**src/rtl/uart_ctrl_pkg.sv**
```systemverilog
// uart_ctrl_pkg: shared FSM state type and default sizing for the UART channel gate controller.
package uart_ctrl_pkg;
  typedef enum logic {HOLD, RUN} state_t;
  localparam int NUM_CH_DEF = 4;
  localparam int CNT_W_DEF = 8;
  localparam int HOLD_CYCLES_DEF = 255;
endpackage

```
**src/rtl/uart_chan_gate.sv**
```systemverilog
// uart_chan_gate: one channel's read gate, holding open through a frame in progress after enable drops.
module uart_chan_gate (
  input  logic clock,
  input  logic reset,
  input  logic clear,
  input  logic ready,
  input  logic en,
  input  logic rx_busy,
  input  logic rx_read,
  output logic rx_read_buf,
  output logic draining
);
  logic g_q, g_d;
  always_comb g_d = (clear || !ready) ? 1'b0 : (en || (rx_busy && g_q));
  always_ff @(posedge clock) g_q <= reset ? 1'b0 : g_d;
  assign draining = g_q & ~en & rx_busy;
  assign rx_read_buf = rx_read & g_q;
endmodule

```
**src/rtl/uart_chan_gate_ctrl.sv**
```systemverilog
// uart_chan_gate_ctrl: hold-off timer gating per-channel UART read strobes until the link settles.
module uart_chan_gate_ctrl
  import uart_ctrl_pkg::*;
#(
  parameter int NUM_CH = NUM_CH_DEF,
  parameter int CNT_W = CNT_W_DEF,
  parameter int HOLD_CYCLES = HOLD_CYCLES_DEF
) (
  input  logic              clock,
  input  logic              reset,
  input  logic              restart,
  input  logic [NUM_CH-1:0] en,
  input  logic [NUM_CH-1:0] rx_busy,
  input  logic [NUM_CH-1:0] rx_read,
  output logic [NUM_CH-1:0] rx_read_buf,
  output logic              ready,
  output logic              reset_en_ctl,
  output logic [NUM_CH-1:0] draining
);
  if (NUM_CH < 1 || NUM_CH > 16) begin : g_bad_ch
    $error("NUM_CH out of range 1..16");
  end
  if (HOLD_CYCLES < 1 || HOLD_CYCLES > (2 ** CNT_W) - 1) begin : g_bad_hold
    $error("HOLD_CYCLES out of range 1..2**CNT_W-1");
  end
  localparam logic [CNT_W-1:0] LAST = CNT_W'(HOLD_CYCLES - 1);
  state_t state_q, state_d;
  logic [CNT_W-1:0] cnt_q, cnt_d;
  logic pulse_q, pulse_d;
  // The counter freezes at LAST once RUN is reached, so it can never wrap.
  always_comb begin
    state_d = state_q;
    cnt_d = cnt_q;
    pulse_d = 1'b0;
    if (restart) begin
      state_d = HOLD;
      cnt_d = '0;
    end else if (state_q == HOLD) begin
      state_d = (cnt_q == LAST) ? RUN : HOLD;
      pulse_d = (cnt_q == LAST);
      cnt_d = (cnt_q == LAST) ? cnt_q : cnt_q + 1'b1;
    end
  end
  always_ff @(posedge clock) begin
    if (reset) begin
      state_q <= HOLD;
      cnt_q <= '0;
      pulse_q <= 1'b0;
    end else begin
      state_q <= state_d;
      cnt_q <= cnt_d;
      pulse_q <= pulse_d;
    end
  end
  assign ready = (state_q == RUN);
  assign reset_en_ctl = pulse_q;
  for (genvar i = 0; i < NUM_CH; i++) begin : g_ch
    uart_chan_gate u_gate (
      .clock(clock),
      .reset(reset),
      .clear(restart),
      .ready(ready),
      .en(en[i]),
      .rx_busy(rx_busy[i]),
      .rx_read(rx_read[i]),
      .rx_read_buf(rx_read_buf[i]),
      .draining(draining[i])
    );
  end
endmodule
```
**config.mk**
```make
export PLATFORM = sky130hd
export DESIGN_NAME = uart_chan_gate_ctrl
export DESIGN_NICKNAME = d
export VERILOG_FILES = /design/src/rtl/uart_ctrl_pkg.sv /design/src/rtl/uart_chan_gate.sv /design/src/rtl/uart_chan_gate_ctrl.sv
export SDC_FILE = /design/constraint.sdc
export NUM_CORES = 1
export LEC_CHECK = 0
export ABC_CLOCK_PERIOD_IN_PS = 2000
export BUFFER_PORTS_ARGS = -buffer_cell sky130_fd_sc_hd__buf_4
export CAP_MARGIN = 20
export CORE_UTILIZATION = 51
export CTS_BUF_LIST = sky130_fd_sc_hd__clkbuf_8
export CTS_CLUSTER_SIZE = 20
export DETAILED_ROUTE_END_ITERATION = 8
export GPL_ROUTABILITY_DRIVEN = 0
export PLACE_DENSITY = 0.82
export SYNTH_ARGS = -nofsm -noshare
export SYNTH_HDL_FRONTEND = slang
export SYNTH_SLANG_ARGS = --single-unit
```
**constraint.sdc**
```tcl
create_clock -name clock -period 2 [get_ports clock]
set_input_delay 0.4 -clock clock [delete_from_list [all_inputs] [get_ports clock]]
set_output_delay 0.4 -clock clock [all_outputs]
set_load 0.03 [all_outputs]
```
==> results of run 1 <==
==> per-layer routing <==
metal | GRT usage | vias up | share of wire
met4 | 0.05833 | 0 | 0
met2 | 0.3164 | 21 | 0.47
met1 | 0.2313 | 286 | 0.48
li1 | - | 340 | -
met5 | 0 | - | 0
met3 | 0.08696 | 0 | 0.048
==> power by group through the flow <==
stage	registers, mW	logic, mW	clock network (mW)
2_1_floorplan	0.289	0.0122	0
3_3_place_gp	0.289	0.0367	0
3_5_place_dp	0.289	0.0375	0
4_1_cts	0.283	0.0378	0.229
5_1_grt	0.284	0.0428	0.244
6_report	0.284	0.0376	0.224
==> layout make-up <==
cell class | count | area [um^2] | share of cell area
timing repair buffer | 24 | 180.2 | 0.1949
sequential | 14 | 280.3 | 0.3031
multi-input combinational | 64 | 396.6 | 0.4290
inverter | 2 | 7.507 | 0.008119
clock buffer | 3 | 41.29 | 0.04465
tap | 15 | 18.77 | 0.02030
==> layout by cell type, fill, tap and decap left out <==
cell      netlist  final
clkbuf_8        0      3
or2_1           1      1
and2_1          4      4
nor3b_1         1      1
and4_1          1      1
nand4b_1        1      1
a21oi_2         1      1
nor2_1         10     10
inv_1           2      2
ha_1            2      2
and3b_1         1      1
nor3_1          1      1
mux2i_1         4      4
nor2b_1         2      2
a21boi_0        2      2
a211oi_2        1      1
nand2_1        13     13
nand4_1         1      1
a311oi_1        1      1
a31oi_1         1      1
nand3b_1        1      1
nand3_1         1      1
dfxtp_1        14     14
a2111o_1        1      1
a21oi_1         7      7
buf_4           9     24
o21ai_2         1      1
and3_4          1      1
or3_1           3      3
o31ai_1         1      1
==> per-stage QoR <==
step | power, mW | util | instance area [um^2]
2_1_floorplan | 0.3011 | - | 767.0
6_report | 0.5452 | 0.6849 | 924.6
3_3_place_gp | 0.3259 | 0.6543 | 883.3
5_1_grt | 0.5700 | 0.6849 | 924.6
4_1_cts | 0.5498 | 0.6849 | 924.6
3_5_place_dp | 0.3269 | 0.6543 | 883.3
==> cell families (layout without fill, tap and decap cells) <==
| family | count (synthesis) | count (layout) | share of synthesized area |
|---|---|---|---|
| fa+ha+maj | 2 | 2 | 0.03262 |
| simple gates | 42 | 42 | 0.2839 |
| mux | 4 | 4 | 0.05220 |
| flops | 14 | 14 | 0.3654 |
| compound gates | 16 | 16 | 0.1485 |
| buf+inv | 13 | 29 | 0.1174 |
==> worst max-delay path, stage by stage (launching register included) <==
cell      delay [ps]
dfxtp_1          380
inv_1             80
ha_1             230
and3_4           220
a2111o_1         420
o21ai_2           50
==> sequential cells by signal, summed over array words and instances (netlist names) <==
| signal | count |
|---|---|
| cnt_q | 8 |
| reset_en_ctl | 1 |
| ready | 1 |
| g_ch.u_gate.g_q | 4 |
==> final timing paths <==
kind,cells past startpoint,slack (ps),endpoint
min,3,380,g_ch[0].u_gate.g_q
max reg2reg,5,550,cnt_q[4]
max,5,550,cnt_q[4]
min reg2reg,2,490,cnt_q[4]
==> results_dict.tcl, run 1 <==
set metrics [dict create \
    postCtsSetupBuffers 0 \
    yosys_warnings 0 \
    wl_per_cell_um 11.68 \
    dr.pass1.iters 4 \
    p_seq_frac 0.520 \
    synth_edf_count 0 \
    cts.sinks 14 \
    max-slew-margin-rel 0.6697 \
    clock_latency_ps 240 \
    grt_max_degree 11 \
    synthTopCellsByArea "dfxtp_1 37%, buf_4 8.8%, nand2_1 6.4%, mux2i_1 5.2%, nor2_1 4.9%" \
    tightest_slew_ps 493.6 \
    maxSlewViolCount 0 \
    fin_crit_ps 1449 \
    ys_types 31 \
    synth_most_common_cell "dfxtp_1" \
    ys_seq_elements 14 \
    crit_path_start "cnt_q[0]" \
    nets 126 \
    crit_arrival_ps 1630 \
    yosys.area.top_type_share 0.3654 \
    synthesis.area_um2 767.0 \
    drv_cap 0 \
    track_usage 0.1964 \
    fin_cells 122 \
    p_leak_nw 0.3902 \
    post-dp-hpwl_um 1095 \
    setup-violations-final 0 \
    clkSlewWorstSetupHoldPaths_ps 50 \
    switching_power_mw 0.1085 \
    hold_viol_final 0 \
    routed_wl_um 1425 \
    dieArea_mm2 0.001663 \
    dp_worst_setup_slack_ps 585.3 \
    postRouteAntennaNets 0 \
    route.detailed.drc 0 \
    antenna_found_initial 0 \
    dp_cells 119 \
    fin_setup_tns_ps 0 \
    avgSynthCellArea_um2 8.428 \
    ys_seq_area_frac 0.3654 \
    hold_start "en[0]" \
    grt-ovfl-total 0 \
    worstPathMaxFanout 7 \
    cts_made_buffers 3 \
    numPortBuffers 24 \
    synth.top_cells.by_count "14 x dfxtp_1, 13 x nand2_1, 10 x nor2_1, 9 x buf_4, 7 x a21oi_1" \
    layout_worst_path_cycle_share 0.7244 \
    worstPathRequired_ps 2180 \
    peakVddDrop_uv 552.7 \
    via_count 647 \
    end_kind "register" \
    power.density_mw_per_mm2 589.6 \
    start_util 0.5681 \
    timing.fmax_mhz 690.2 \
    rsz0062_at_grt "no" \
    outcome "finished clean" \
    p_int_mw 0.4367 \
    grt_pass1_wl_um 2145 \
    h-tree-depth 1 \
    fillers 120 \
    via_per_inst 5.303 \
    yosysTopAreaCell "dfxtp_1" \
    p_comb_frac 0.069 \
    cts_tree "built" \
    synth_nets 108 \
    holdWs_ps 377.6 \
    core_area_mm2 0.001350 \
    hold_class "input port to register" \
    p_clk_frac 0.411 \
    swShare 0.1990 \
    start_kind "register" \
    cts_hold_buf 0 \
    io_pins 25 \
    critPathKind "register to register" \
    skew_ps 2.103 \
    syn_to_final_growth_pct 20.55 \
    post_cts_resized 0 \
    num_rows 13 \
    die_h_um 40.78 \
    root_buffer "clkbuf_8" \
    clock_path_buffers 2 \
    die_x_um 40.78 \
    synthArstFlopShare 0 \
    grt_pass1_vias 532 \
    fin_ws_ps 551.1 \
    synthFlopType "dfxtp_1" \
    syn_inst 91 \
    layout-drive-gt1-share 0.2897 \
    n_antenna_cell 0 \
    drtIter0Drc 11 \
    r2r_start "cnt_q[0]" \
]
Note: power is estimated with default switching activity, not from simulation.
==> run 2, diff against run 1 <==
Settings changed: ABC_AREA set to 1, ABC_CLOCK_PERIOD_IN_PS 2000 to 1200, CORE_UTILIZATION 51 to 46, PLACE_DENSITY 0.82 to 0.78.
Clock period 2 ns to 1.2 ns, I/O delays scaled along.
==> results_dict.tcl, run 2 <==
set metrics [dict create \
    track_usage 0.2133 \
    hold_viol_final 0 \
    yosys_warnings 0 \
    synth-compound-area-share 0.07006 \
    top_usage_layer "met2" \
    synth_most_common_cell "nand2_1" \
    grt-ovfl-total 0 \
    start_kind "register" \
    crit_chain "buf_4 > nand3_1 > buf_4 > nor2_2 > nand4_1 > nand2_1 > nor2_1" \
    peakVddDrop_uv 698.2 \
    cpMostUsedCell "buf_4" \
    cts.sinks 14 \
    num_rows 14 \
    fin_util 0.7006 \
    drtIter0Drc 29 \
    yosys.area.top_type_share 0.3567 \
    numPortBuffers 24 \
    via_per_inst 5.168 \
    postRouteAntennaNets 0 \
    maxSlewViolCount 0 \
    avgSynthCellArea_um2 6.774 \
    syn_inst 116 \
    clkSlewWorstSetupHoldPaths_ps 60 \
    routed_wl_um 1864 \
    start_util 0.5040 \
    synth_edf_count 0 \
    layout_commonest_cell "buf_4" \
    end_kind "register" \
    h-tree-depth 1 \
    p_leak_nw 0.5221 \
    use_met2 0.3606 \
    n_antenna_cell 0 \
    synthArstFlopShare 0 \
    rsz0062_at_grt "yes" \
    violations "DRC, setup timing" \
    worstPathMaxFanout 3 \
    seq_area_um2 287.8 \
    synth_simple_gate_area_frac 0.3790 \
    tightest_slew_ps 289.8 \
    outcome "complete, but fails checks" \
    cp_slowest_cell "dfxtp_2" \
    synth_adder_area_share 0.03185 \
    nets 163 \
    largest_reg_flops 8 \
    fin_crit_ps 1203 \
    fin_setup_tns_ps -3.357 \
    cts_made_buffers 3 \
    worstPathRequired_ps 1340 \
    die_h_um 43.33 \
    layout_worst_path_cycle_share 1.003 \
    ys_seq_elements 14 \
    ys_seq_area_frac 0.3567 \
    layout-drive-gt1-share 0.4069 \
    holdWs_ps 208.3 \
    route.detailed.drc 7 \
    hold_class "input port to register" \
    dieArea_mm2 0.001877 \
    met3_usage 0.03750 \
    fin_ws_ps -3.357 \
    dp_worst_setup_slack_ps -34.96 \
    cts_hold_buf 0 \
    synthFlopType "dfxtp_1" \
    synth.top_cells.by_count "28 x nand2_1, 18 x nor2_1, 14 x dfxtp_1, 14 x inv_1, 10 x a21oi_1" \
    multi_input_area_um2 425.4 \
    io_pins 25 \
    crit_arrival_ps 1340 \
    via_count 832 \
    clock_latency_ps 240 \
    root_buffer "clkbuf_8" \
    die_x_um 43.33 \
    cts_tree "built" \
    synthTopCellsByArea "dfxtp_1 36%, nand2_1 13%, nor2_1 8.6%, buf_4 7.6%, inv_1 6.7%" \
    dr.pass1.iters 6 \
    skew_ps 6.348 \
    setup-violations-final 1 \
    clock_path_buffers 2 \
    layout_common_cells "33 x buf_4, 27 x nand2_1, 15 x nor2_1" \
    largest_register "cnt_q" \
    yosysTopAreaCell "dfxtp_1" \
    max-slew-margin-rel 0.8061 \
    antenna_found_initial 0 \
    ys_types 18 \
    critPathKind "register to register" \
    synthesis.area_um2 785.8 \
    core_area_mm2 0.001559 \
    power.total_mw 1.000 \
    largestRegisters "cnt_q (8), g_ch.u_gate.g_q (4)" \
    grt_max_degree 10 \
    muxShareOfSynthArea 0 \
    grt_pass1_wl_um 2994 \
    met1_usage 0.2639 \
    timing.fmax_mhz 831.0 \
    synth-xor-area-share 0 \
    synth_nets 133 \
    post-dp-hpwl_um 1246 \
    fillers 125 \
    drv_cap 0 \
    cp_slowest_stage_delay_ps 370 \
    wl_per_cell_um 11.58 \
    grt_pass1_vias 729 \
    synth_top_family_by_area "simple AND/OR/NAND/NOR gates" \
    power.density_mw_per_mm2 915.6 \
    syn_to_final_growth_pct 39.01 \
    postCtsSetupBuffers 0 \
]
[run 2: repair_timing]
item	4_1_cts	5_1_grt
gates resized for setup	5	13
cloned	1	0
pin swaps	2	8
setup endpoints to repair	7	12
[run 2: critical path, delay by kind of cell (launching register included)]
family	cells	cell delay (ps)
and+or+nand+nor	5	450
DFF	1	370
buffers and inverters	2	290
[run 2: final timing paths]
kind,end,startpoint,slack (ps),cells after the start
min,g_ch[3].u_gate.g_q,en[3],210,3
max reg2reg,cnt_q[7],cnt_q[1],-3,7
max,cnt_q[7],cnt_q[1],-3,7
min reg2reg,g_ch[3].u_gate.g_q,g_ch[3].u_gate.g_q,490,2
[run 2: stage by stage]
stage,std cells,instance area (um^2)
after floorplan,116,785.8
after CTS,161,1057
final,161,1092
after global placement,156,982.2
after global routing,161,1092
after detailed placement,156,982.2
[run 2: routing by layer]
| metal | up-vias | share of wire |
|---|---|---|
| li1 | 415 | - |
| met5 | - | 0 |
| met4 | 0 | 0.014 |
| met1 | 373 | 0.41 |
| met2 | 40 | 0.49 |
| met3 | 4 | 0.082 |
[run 2: power by group]
| part | leakage [nW] | switching (mW) | internal [mW] |
|---|---|---|---|
| logic | 0.377 | 0.0300 | 0.0425 |
| clock network | 0.0288 | 0.165 | 0.290 |
| registers | 0.116 | 0.00360 | 0.469 |
| total | 0.522 | 0.198 | 0.802 |
[run 2: cells by family after synthesis]
| logic type | Yosys count |
|---|---|
| fa+ha+maj | 2 |
| simple gates | 65 |
| buf+inv | 24 |
| compound gates | 11 |
| flops | 14 |
[run 2: final cells by class]
type,count,area share
inverter,15,0.05155
tap,16,0.01833
multi-input combinational,79,0.3895
timing repair buffer,33,0.2268
clock buffer,4,0.05040
sequential,14,0.2635
